`src/rtl/snake_pkg.sv`:
```
// Shared constants for the Snake score path: active-low 7-segment table and BCD limits.
package snake_pkg;

    localparam logic [7:0] SEG_DIGIT [0:9] = '{
        8'hC0, 8'hF9, 8'hA4, 8'hB0, 8'h99,
        8'h92, 8'h82, 8'hF8, 8'h80, 8'h90
    };
    localparam logic [7:0] SEG_BLANK = 8'hFF;
    localparam int         DP_BIT    = 7;
    localparam logic [3:0] BCD_MAX   = 4'd9;

    // Codes above 9 can only come from a corrupted register; show them blank.
    function automatic logic [7:0] seg_lookup(input logic [3:0] digit);
        if (digit > BCD_MAX) begin
            return SEG_BLANK;
        end
        return SEG_DIGIT[digit];
    endfunction

endpackage

```
`src/rtl/bcd_digit.sv`:
```
// One BCD digit of the score counter; carry is combinational so digits ripple in one cycle.
module bcd_digit
    import snake_pkg::*;
(
    input  logic       CLK,
    input  logic       RESET,
    input  logic       inc,
    input  logic       clr,
    output logic [3:0] digit,
    output logic       carry
);

    assign carry = inc && (digit == BCD_MAX);

    always_ff @(posedge CLK) begin
        if (!RESET) begin
            digit <= 4'd0;
        end else if (clr) begin
            digit <= 4'd0;
        end else if (inc) begin
            digit <= (digit == BCD_MAX) ? 4'd0 : digit + 4'd1;
        end
    end

endmodule

```
`src/rtl/score_display_engine.sv`:
```
// N-digit BCD score counter with strobed, leading-zero-blanked 7-segment output.
// Define HIGH_SCORE_EN to keep a high score and allow SHOW_HIGH to display it.
module score_display_engine
    import snake_pkg::*;
#(
    parameter int NUM_DIGITS = 4,
    parameter int STROBE_DIV = 100000
) (
    input  logic                    CLK,
    input  logic                    RESET,
    input  logic                    REACHED_TARGET,
    input  logic                    CLEAR_SCORE,
    input  logic                    SHOW_HIGH,
    output logic [4*NUM_DIGITS-1:0] SCORE_BCD,
    output logic                    SCORE_WRAP,
    output logic [4*NUM_DIGITS-1:0] HIGH_SCORE,
    output logic [NUM_DIGITS-1:0]   SEG_SELECT,
    output logic [7:0]              HEX_OUT
);

    localparam int CNT_W = (STROBE_DIV > 1) ? $clog2(STROBE_DIV) : 1;
    localparam int IDX_W = (NUM_DIGITS > 1) ? $clog2(NUM_DIGITS) : 1;
    localparam int VAL_W = 4 * NUM_DIGITS;

    logic                  prev_target;
    logic                  inc;
    logic [NUM_DIGITS:0]   carry_chain;
    logic                  show_high;
    logic [CNT_W-1:0]      strobe_cnt;
    logic [IDX_W-1:0]      digit_idx;
    logic [VAL_W-1:0]      disp_val;
    logic [3:0]            cur_digit;
    logic                  upper_zero;
    logic [7:0]            hex_next;
    logic [NUM_DIGITS-1:0] sel_next;

    // prev_target resets high so a level already present at release is not a hit.
    assign inc            = REACHED_TARGET & ~prev_target;
    assign carry_chain[0] = inc;

    for (genvar gi = 0; gi < NUM_DIGITS; gi++) begin : g_digit
        bcd_digit u_digit (
            .CLK   (CLK),
            .RESET (RESET),
            .inc   (carry_chain[gi]),
            .clr   (CLEAR_SCORE),
            .digit (SCORE_BCD[4*gi +: 4]),
            .carry (carry_chain[gi+1])
        );
    end

    always_ff @(posedge CLK) begin
        if (!RESET) begin
            prev_target <= 1'b1;
            SCORE_WRAP  <= 1'b0;
        end else begin
            prev_target <= REACHED_TARGET;
            if (CLEAR_SCORE) begin
                SCORE_WRAP <= 1'b0;
            end else if (carry_chain[NUM_DIGITS]) begin
                SCORE_WRAP <= 1'b1;
            end
        end
    end

`ifdef HIGH_SCORE_EN
    assign show_high = SHOW_HIGH;

    // Packed BCD compares correctly as plain unsigned binary; a wrapped score always wins.
    always_ff @(posedge CLK) begin
        if (!RESET) begin
            HIGH_SCORE <= '0;
        end else if (CLEAR_SCORE && (SCORE_WRAP || (SCORE_BCD > HIGH_SCORE))) begin
            HIGH_SCORE <= SCORE_BCD;
        end
    end
`else
    logic unused_show_high;

    assign show_high        = 1'b0;
    assign HIGH_SCORE       = '0;
    assign unused_show_high = SHOW_HIGH;
`endif

    always_ff @(posedge CLK) begin
        if (!RESET) begin
            strobe_cnt <= '0;
            digit_idx  <= '0;
        end else if (strobe_cnt == CNT_W'(STROBE_DIV - 1)) begin
            strobe_cnt <= '0;
            digit_idx  <= (digit_idx == IDX_W'(NUM_DIGITS - 1)) ? '0 : digit_idx + 1'b1;
        end else begin
            strobe_cnt <= strobe_cnt + 1'b1;
        end
    end

    always_comb begin
        disp_val   = show_high ? HIGH_SCORE : SCORE_BCD;
        cur_digit  = 4'd0;
        upper_zero = 1'b1;
        sel_next   = '1;
        for (int i = 0; i < NUM_DIGITS; i++) begin
            if (i == int'(digit_idx)) begin
                cur_digit   = disp_val[4*i +: 4];
                sel_next[i] = 1'b0;
            end
            if ((i >= int'(digit_idx)) && (disp_val[4*i +: 4] != 4'd0)) begin
                upper_zero = 1'b0;
            end
        end
        hex_next = ((digit_idx != '0) && upper_zero) ? SEG_BLANK : seg_lookup(cur_digit);
        if ((digit_idx == '0) && !show_high && SCORE_WRAP) begin
            hex_next[DP_BIT] = 1'b0;
        end
    end

    always_ff @(posedge CLK) begin
        if (!RESET) begin
            SEG_SELECT <= '1;
            HEX_OUT    <= SEG_BLANK;
        end else begin
            SEG_SELECT <= sel_next;
            HEX_OUT    <= hex_next;
        end
    end

endmodule

```
`config.mk`:
```
export PLATFORM = sky130hd
export DESIGN_NAME = score_display_engine
export DESIGN_NICKNAME = d
export VERILOG_FILES = /design/src/rtl/snake_pkg.sv /design/src/rtl/bcd_digit.sv /design/src/rtl/score_display_engine.sv
export SDC_FILE = /design/constraint.sdc
export NUM_CORES = 1
export LEC_CHECK = 0
export CORE_ASPECT_RATIO = 1.5
export CORE_MARGIN = 8
export CORE_UTILIZATION = 30
export DETAILED_ROUTE_END_ITERATION = 6
export SETUP_SLACK_MARGIN = 0.1
export SLEW_MARGIN = 0
export SYNTH_ARGS = -nofsm -noshare
export SYNTH_HDL_FRONTEND = slang
export SYNTH_SLANG_ARGS = --single-unit
```
`constraint.sdc`:
```
create_clock -name CLK -period 2.6 [get_ports CLK]
set_clock_uncertainty 0.05 [all_clocks]
set_input_delay 0.26 -clock CLK [delete_from_list [all_inputs] [get_ports CLK]]
set_output_delay 0.26 -clock CLK [all_outputs]
set_load 0.005 [all_outputs]
```
======== Yosys cells after proc, flatten, opt, wreduce, memory -nomap -nowiden ========
Memory sizes are Yosys's and may differ from the RTL's.
Index checks and enable logic that the tools add are counted.
storage, ports and cells
  latch bits .............................. 0
  memories ................................ 1
  input port bits ......................... 5
  output and inout bits ................... 45
  memory bits (writable) .................. 0
  memory bits (read-only) ................. 128
  register bits after elaboration ......... 49
cells by class
  bitwise gates (word level) .............. 4
  shifts and indexed selects .............. 0
  reduce and logical (&&, ||, !) cells .... 19
  equal/unequal tests ..................... 9
  order comparisons ....................... 5
  multiply operators ...................... 0
  add/sub/neg operators ................... 6
  div/mod/pow operators ................... 0
  muxes and demuxes ....................... 24
memories
  memory            depth  bits a word  rd ports  clocked after Yosys merged registers in  wr ports  RTL line         text
  (name not given)  16     8            1         0                                        0         snake_pkg.sv:17  return SEG_DIGIT[digit];
operators with widths
  operator                                                          number
  two-way mux 8 bit                                                 5
  two-way mux 4 bit                                                 8
  adder 17 x 1 -> 17 bit, second input constant                     1
  equality test 17 bit, second input constant                       1
  adder 4 x 1 -> 4 bit, second input constant                       4
  equality test 4 bit, second input constant                        4
  nonzero test 4 bit                                                4
  two-way mux 1 bit                                                 10
  logical AND 1 bit                                                 9
  OR reduction 2 bit                                                3
  greater-or-equal comparator 5 bit, second input constant          1
  inverter 4 -> 5 bit                                               1
  equality test 2 bit, first input constant                         2
  greater-or-equal comparator 1 x 2 -> 1 bit, first input constant  2
  greater-than comparator 4 bit, second input constant              1
  zero test 2 bit                                                   2
  adder 2 x 1 -> 2 bit, second input constant                       1
  equality test 1 x 2 -> 1 bit, first input constant                1
  equality test 2 bit, second input constant                        1
  greater-or-equal comparator 2 bit, first input constant           1
  two-way mux 2 bit                                                 1
  inverter 1 bit                                                    2
  nonzero test 2 bit                                                1
  bitwise AND 1 bit                                                 1

======== Longest topological paths before layout ========
Gate-level depths: netlist of run 1.
  depth after elaboration ................. 12
  mapped depth ............................ 12
  gate-level depth less buffers ........... 11

======== Hierarchy ========
From an unflattened synthesis of run 1, not the netlist that was laid out.
second synthesis, totals
  cell total of the unflattened synthesis .. 287
  area, all modules ....................... 2518.7 um^2
modules (own cells, without submodules)
  module                area each (um^2)  times used  cells an instance  sequential area each (um^2)
  score_display_engine  1767.9            1           203                660.6
  bcd_digit             187.7             4           21                 80.1

======== Worst setup path after synthesis of run 1 ========
OpenSTA, ideal clock, no wires.
  path type ............................... register to register
  from .................................... register digit_idx[0]
  to ...................................... register HEX_OUT[4]
  stages on the path, launching flop included .. 10
  data arrival time ....................... 2.012 ns
  path slack .............................. 0.479 ns
  path through ............................ dfxtp_1 ha_1 clkbuf_1 a211oi_1 a211o_1 ha_1 nor2_1 nand2_1 a32o_1 nand2_1
between the ends
  word-level cells in the longest chain between the ends .. 10
RTL lines
  item                                                   RTL line                     text
  start: declaration                                     score_display_engine.sv:30   logic [IDX_W-1:0] digit_idx;
  start signal: assignment                               score_display_engine.sv:91   digit_idx <= (digit_idx == IDX_W'(NUM_DIGITS - 1)) ? '0 : digit_idx + 1'b1;
  zero test 2 bit                                        score_display_engine.sv:103  if (i == int'(digit_idx)) begin
  two-way mux 4 bit (4 in series)                        score_display_engine.sv:103
  inverter 4 -> 5 bit (implied by the code)              snake_pkg.sv:17
  memory read (16 x 8 bit)                               -
  two-way mux 8 bit (implied by the code) (2 in series)  snake_pkg.sv:17
  two-way mux 8 bit                                      snake_pkg.sv:17
  end signal: assignment                                 score_display_engine.sv:123  HEX_OUT <= hex_next;
  end: declaration                                       score_display_engine.sv:18   output logic [7:0] HEX_OUT
Several ways; a longest one is shown, not always the timed one. The select of a mux whose other input is x is not followed.
A chain may end at the register's enable or synchronous reset.

======== Worst setup path after layout of run 1 ========
Same ends and word-level chain as after synthesis.

==> results of run 1 <==
## state kept, by name, indices dropped and copies added (netlist names)
register,count
HEX_OUT,8
SCORE_WRAP,1
SEG_SELECT,4
digit_idx,2
g_digit.u_digit.digit,16
prev_target,1
strobe_cnt,17
## metrics by stage
stage,hold slack (ps),power [mW],std cells
3_5_place_dp,394.9,0.8421,425
2_1_floorplan,283.0,0.8327,312
3_3_place_gp,394.2,0.8416,425
6_report,404.3,1.488,433
5_1_grt,428.2,1.545,433
4_1_cts,414.1,1.510,433
## kinds of logic after synthesis
family,share of synthesized area [%]
adders and majority gates,5.038
muxes,2.066
AOI/OAI and AO/OA,9.421
other,0.1510
DFF,39.50
buffers and inverters,7.909
and+or+nand+nor,28.51
xor gates and xnor gates,7.406
## where the power goes
group	switching [mW]	internal [mW]
clock network	0.257	0.407
registers	0.00654	0.762
logic	0.0298	0.0259
## worst max-delay path, delay by kind of cell (launching register included)
kind	cells	cell delay, ps
AO/OA/AOI/OAI	3	750
AND/OR/NAND/NOR	3	320
adder cells (fa/ha/maj)	2	690
flip-flops	1	420
## layout by cell type, fill, tap and decap left out, types with 9 or more instances in the layout
master           instances
inv_1                   10
clkdlybuf4s50_1         32
xor2_1                  13
nor2_1                  41
dfxtp_1                 49
conb_1                  16
nor2b_1                 11
nand3_1                 10
nand2_1                 27
a21oi_1                  9
o21ai_0                 14
ha_1                    10
## cell type report
type / instances / area (sq um) / share of cell area (%)
Clock buffer: 7 / 152.6 / 5.079
Clock inverter: 1 / 5.005 / 0.1665
Inverter: 10 / 37.54 / 1.249
Multi-Input combinational cell: 227 / 1363 / 45.34
Sequential cell: 49 / 980.9 / 32.64
Tap cell: 105 / 131.4 / 4.371
Timing Repair Buffer: 34 / 335.3 / 11.16
## synthesized netlist by cell type, types with 2 or more instances
| master | n | share of area, % |
|---|---|---|
| a211o_1 | 2 | 0.71 |
| a211oi_1 | 3 | 0.91 |
| a21oi_1 | 9 | 1.8 |
| a31oi_1 | 2 | 0.50 |
| and2_1 | 3 | 0.76 |
| and3_1 | 4 | 1.0 |
| buf_4 | 16 | 4.8 |
| clkbuf_1 | 9 | 1.4 |
| dfxtp_1 | 49 | 39 |
| ha_1 | 10 | 5.0 |
| inv_1 | 10 | 1.5 |
| mux2i_1 | 4 | 1.6 |
| nand2_1 | 27 | 4.1 |
| nand2b_1 | 2 | 0.50 |
| nand3_1 | 10 | 2.0 |
| nand3b_1 | 3 | 0.91 |
| nand4_1 | 7 | 1.8 |
| nor2_1 | 41 | 6.2 |
| nor2b_1 | 11 | 2.8 |
| nor3_1 | 6 | 1.2 |
| nor3b_1 | 7 | 2.1 |
| nor4_1 | 3 | 0.76 |
| o21ai_0 | 14 | 2.8 |
| or3_1 | 4 | 1.0 |
| xnor2_1 | 8 | 2.8 |
| xor2_1 | 13 | 4.6 |
## worst paths after layout
path	depth (start not counted)	startpoint	end
hold reg to reg	1	SCORE_WRAP$_SDFFE_PP0P_	HEX_OUT[7]$_SDFF_PN1_
setup / recovery	8	digit_idx[0]$_SDFFE_PN0P_	HEX_OUT[4]$_SDFF_PP1_
hold / removal	1	SCORE_WRAP$_SDFFE_PP0P_	HEX_OUT[7]$_SDFF_PN1_
setup reg to reg	8	digit_idx[0]$_SDFFE_PN0P_	HEX_OUT[4]$_SDFF_PP1_
## metal layers
metal / GRT usage, % / vias up / share of wire [%]
li1: - / 1045 / -
met1: 9.506 / 947 / 41
met2: 17.30 / 39 / 52
met3: 3.224 / 4 / 6.1
met4: 3.839 / 0 / 0.85
met5: 0 / - / 0
==> results by group, run 1 <==
Floorplanning
  • Die W: roughly 90 microns
  • Core Rows: 40
  • IO Pins: 50
  • Full die area: about 12000 sq um
  • Placeable core area: approximately 8000 sq um
  • Chip Height: ~130 microns
  • Initial Utilization: 31.02%

Power and ir drop
  • PwrDens: 495.2 nW/um^2
  • Leak: ~1.1 nW
  • VDD IR max: ~0.23 mV

Yosys
  • Seq/Total Area, Yosys: 39.50%
  • Post-Synthesis Cells: around 300
  • Main flop type after synthesis: dfxtp_1
  • Synth Cell Area: about 2500 sq um
  • Synth unique cells: between 40 and 50
  • Syn_area_per_cell: 8.362 sq um
  • Ys async rst share: 0%
  • YS warnings: 0
  • FF+latch count, synth: roughly 50
  • Post-synth EDFFs: 0

Critical path
  • Crit start category: register
  • Crit-path max FO: 13
  • Critical Path Slowest Stage Cell: ha_1
  • Worst setup EP type: register
  • Flop-to-flop setup slack: between 300 and 400 ps
  • CP Cell Sequence: ha_1, a211oi_1, a211o_1, ha_1, nor2_1, nand2_1, a32o_1, nand2_1
  • Crit path DAT: between 2000 and 2500 ps
  • WS Path Type: register to register
  • Worst Path Required: roughly 2800 ps
  • CP max stage delay: 450 ps

Clock tree
  • Hold-fix buffers at CTS: 0
  • Root Driver: clkbuf_16
  • Worst-Skew Late Latency: roughly 280 ps
  • CTS tree: built
  • Cts bufs inserted: 5
  • Post-CTS Setup Inserts: 0
  • Worst-path clk slew: 60 ps
  • CTS Sinks: between 40 and 50
  • CTS Buffer Depth: 2
  • Htree depth: 2
  • CTS resizes: 0

Global routing
  • Vias in the first global route: 1952
  • GRT Util Overall: roughly a tenth
  • First-pass GRT wire length: just over 9000 microns
  • Largest net degree at the start of global routing: 18
  • Global route total overflow: 0
  • Initial antenna violation count: 0

Route
  • First-pass DRT Iterations: 4
  • Final wirelength: 5438 microns
  • Drc violations: 0
  • Via count: just over 2000
  • Vias per cell: ~4.7
  • Avg WL per Cell: around 13 microns
  • Antenna-violating nets left: 0
  • Drt first-iter violations: between 60 and 70

Flow run
  • Max-Cap Viols: 0

Finish
  • Final Core Density: between 30% and 40%
  • Number of diodes: 0
  • Area Overhead vs Synth: 21.01%
  • Fillcell total: roughly 850
  • Layout cells sized above 1: approximately 4%
  • Final net count: 342
  • Finished Cell Area: approximately 3000 sq um

Placed design
  • Post-Place Worst Slack: ~360 ps
  • Buffers on Ports: 32
  • Area post-placement: roughly 2800 sq um
  • Detailed placement HPWL: 4103 microns
  • Routability-driven placement congestion ratio: roughly 0.74

Run status
  • Outcome: completed

Timing
  • Setup violators final: 0
  • Unrepaired setup endpoints after global routing: no
  • Post-route setup TNS: 0 ps
  • Setup ws final: roughly 320 ps
  • Max-Slew Margin vs Limit: ~55%
  • Fin. Hold Viols: 0
  • Final period util: 87.84%
  • Fmax: 0.4378 GHz
  • Slew @ Worst Pin: 682.2 ps
  • Slew Viols, Final: 0
  • Minimum clock period: ~2300 ps

Min path
  • HP Class: register to register
No activity file was read; power rests on OpenSTA's default activity.
==> run 2, diff against run 1 <==
--- a/config.mk
+++ b/config.mk
@@ -10,6 +10,7 @@
 export CORE_UTILIZATION = 30
 export DETAILED_ROUTE_END_ITERATION = 6
 export SETUP_SLACK_MARGIN = 0.1
+export SKIP_LAST_GASP = 1
 export SLEW_MARGIN = 0
 export SYNTH_ARGS = -nofsm -noshare
 export SYNTH_HDL_FRONTEND = slang
==> results of run 2 <==
No change in the layout: final DEF, timing and power equal those of run 1.
==> run 3, diff against run 2 <==
--- a/config.mk
+++ b/config.mk
@@ -7,8 +7,9 @@
 export LEC_CHECK = 0
 export CORE_ASPECT_RATIO = 1.5
 export CORE_MARGIN = 8
-export CORE_UTILIZATION = 30
+export CORE_UTILIZATION = 51
 export DETAILED_ROUTE_END_ITERATION = 6
+export PLACE_DENSITY = 0.79
 export SETUP_SLACK_MARGIN = 0.1
 export SKIP_LAST_GASP = 1
 export SLEW_MARGIN = 0
==> run 3 against run 2 <==
Clock power is 15% lower. Die area is 36% lower. Critical path depth stayed put. Combinational power hardly changed. Largest cell class unchanged. Largest power group unchanged.
==> results by group, run 3 (synthesis results as in run 1) <==
Run status
  • Outcome: completed

Clock tree
  • Cts bufs inserted: 5 (unchanged)
  • CTS tree: built
  • Post-CTS Setup Inserts: 0 (unchanged)
  • Htree depth: 2 (unchanged)
  • Root Driver: clkbuf_8
  • CTS resizes: 0 (unchanged)
  • Hold-fix buffers at CTS: 0 (unchanged)
  • CTS Sinks: 49 (unchanged)
  • Worst-Skew Late Latency: 300 ps (+20 ps)
  • Worst-path clk slew: 90 ps (+30 ps)
  • CTS Buffer Depth: 2 (unchanged)

Floorplanning
  • Placeable core area: 4771 sq um (-40%)
  • Initial Utilization: 52.06% (+21 points)
  • Full die area: 7405 sq um (-36%)
  • IO Pins: 50 (unchanged)
  • Core Rows: 31 (-23%)
  • Die W: 72.98 microns (-19%)
  • Chip Height: 101.5 microns (-20%)

Timing
  • Slew @ Worst Pin: 664.6 ps (-17.66 ps)
  • Hold WS: 405.7 ps (+1.383 ps)
  • Setup violators final: 0 (unchanged)
  • Fin. Hold Viols: 0 (unchanged)
  • Post-route setup TNS: 0 ps (unchanged)
  • Final period util: 87.22% (-0.62 points)
  • Unrepaired setup endpoints after global routing: no
  • Slew Viols, Final: 0 (unchanged)
  • Max-Slew Margin vs Limit: 55.69% (+1.2 points)
  • Minimum clock period: 2268 ps (-16.18 ps)
  • Fmax: 0.4410 GHz (+0.71%)

Route
  • First-pass DRT Iterations: 4 (unchanged)
  • Via count: 2055 (+0.98%)
  • Avg WL per Cell: 13.12 microns (+4.5%)
  • Drc violations: 0 (unchanged)
  • Vias per cell: 5.203 (+11%)
  • Drt first-iter violations: 81 (+29%)
  • Antenna-violating nets left: 0 (unchanged)
  • Final wirelength: 5183 microns (-4.7%)

Finish
  • Regs by FF count: strobe_cnt: 17 flops, g_digit.u_digit.digit: 16 flops, HEX_OUT: 8 flops
  • Finished Cell Area: 2930 sq um (-2.5%)
  • Commonest non-fill, non-tap cell in the layout: dfxtp_1
  • Layout cells sized above 1: 4.863% (+0.90 points)
  • Final Non-Filler Cells: 395 (-8.8%)
  • Most frequent cells in the layout: 48 x dfxtp_1, 41 x nor2_1, 32 x clkdlybuf4s50_1
  • Largest Register: strobe_cnt
  • Number of diodes: 0 (unchanged)
  • Final net count: 343 (+0.29%)
  • Max reg flops: 17 (unchanged)
  • Area Overhead vs Synth: 17.98%

Global routing
  • Largest net degree at the start of global routing: 18 (unchanged)
  • Initial antenna violation count: 0 (unchanged)
  • Global route total overflow: 0 (unchanged)
  • GRT Util Overall: 14.59% (+5.2 points)
  • First-pass GRT wire length: 8859 microns (-2.2%)
  • Vias in the first global route: 1985 (+1.7%)

Flow run
  • Max-Cap Viols: 0 (unchanged)

Critical path
  • Reg2reg end: HEX_OUT[4]$_SDFF_PP1_
  • Flop-to-flop setup slack: 330 ps (+20 ps)
  • CP Cell Sequence: ha_1, a211oi_1, a211o_1, ha_1, nor2_1, nand2_1, a32o_1, nand2_1
  • Crit path DAT: 2460 ps (about the same)
  • Worst setup EP type: register
  • CP max stage delay: 440 ps (about the same)
  • Worst R2R Start: digit_idx[1]$_SDFFE_PN0P_
  • Worst Path Required: 2790 ps (+20 ps)
  • Worst R2R Path Depth: 8 (unchanged)
  • Critical Path Slowest Stage Cell: ha_1
  • Crit-path max FO: 13 (unchanged)
  • Crit start category: register
  • Worst setup path end: HEX_OUT[4]$_SDFF_PP1_
  • WS Path Type: register to register
  • Crit. Startpoint: digit_idx[1]$_SDFFE_PN0P_

Placed design
  • Area post-placement: 2806 sq um (-1.4%)
  • Routability-driven placement congestion ratio: 0.7997 (+8.2%)
  • Placed cells: 387 (-8.9%)
  • Buffers on Ports: 32 (unchanged)
  • Detailed placement HPWL: 3823 microns (-6.8%)

Power and ir drop
  • Switching part of the total power: 20.78% (+1.1 points)
  • Combinational power share: 4.0% (+0.3 points)
  • VDD IR max: 0.3073 mV (+35%)
  • Sw Pwr: 0.2886 mW (-1.5%)
  • Flop pwr share: 55.3% (+3.6 points)
  • Leak: 1.088 nW (-1.6%)
  • Power Total: 1.389 mW (-6.7%)
  • Clock network power share: 40.7% (-3.9 points)
  • Int Pwr: 1.100 mW (-7.9%)
  • PwrDens: 474.0 nW/um^2 (-4.3%)

Min path
  • HP Class: register to register
-- run 3: worst min-delay path by stage --
stage,start,to,slack (ps),depth (start not counted)
finish,SCORE_WRAP$_SDFFE_PP0P_,HEX_OUT[7]$_SDFF_PN1_,410,1
global route,SCORE_WRAP$_SDFFE_PP0P_,HEX_OUT[7]$_SDFF_PN1_,410,1
CTS,SCORE_WRAP$_SDFFE_PP0P_,HEX_OUT[7]$_SDFF_PN1_,400,1
detailed placement,SCORE_WRAP$_SDFFE_PP0P_,HEX_OUT[7]$_SDFF_PN1_,380,1
global placement,SCORE_WRAP$_SDFFE_PP0P_,HEX_OUT[7]$_SDFF_PN1_,380,1
floorplan,RESET,prev_target$_SDFF_PN1_,280,1
-- run 3: layer usage --
layer  global-route usage [%]  vias up  wire [microns]
met5                        0        -               0
met2                    26.05       36            2717
met3                    3.171        9             161
met1                    16.19      970            2214
met4                    5.573        0              89
li1                         -     1040               -
-- run 3: metrics by stage --
step / util (%) / worst slack, ps
finish: 61.42 / 332.2
global route: 61.42 / 120.1
CTS: 61.34 / 300.1
detailed placement: 58.83 / 355.3
global placement: 58.83 / 401.7
floorplan: - / 479.4
-- run 3: layout make-up --
cell class	count	area, sq um
clock buffer	6	82.58
clock inverter	2	37.54
fill	431	1841
inverter	10	37.54
multi-input combinational	227	1365
sequential	49	982.2
tap	66	82.58
timing repair buffer	35	342.8
-- run 3: critical path: cells and delay by family, from the launching register on --
kind | cells | cell delay (ps)
fa+ha+maj | 2 | 690
compound gates | 3 | 750
simple gates | 3 | 310
flops | 1 | 420
-- run 3: power by group through the flow --
stage	registers, mW	logic, mW	clock network, mW
after CTS	0.768	0.0556	0.580
after global routing	0.770	0.0635	0.609
after global placement	0.785	0.0547	0
after floorplan	0.786	0.0471	0
after detailed placement	0.785	0.0554	0
final	0.768	0.0554	0.566
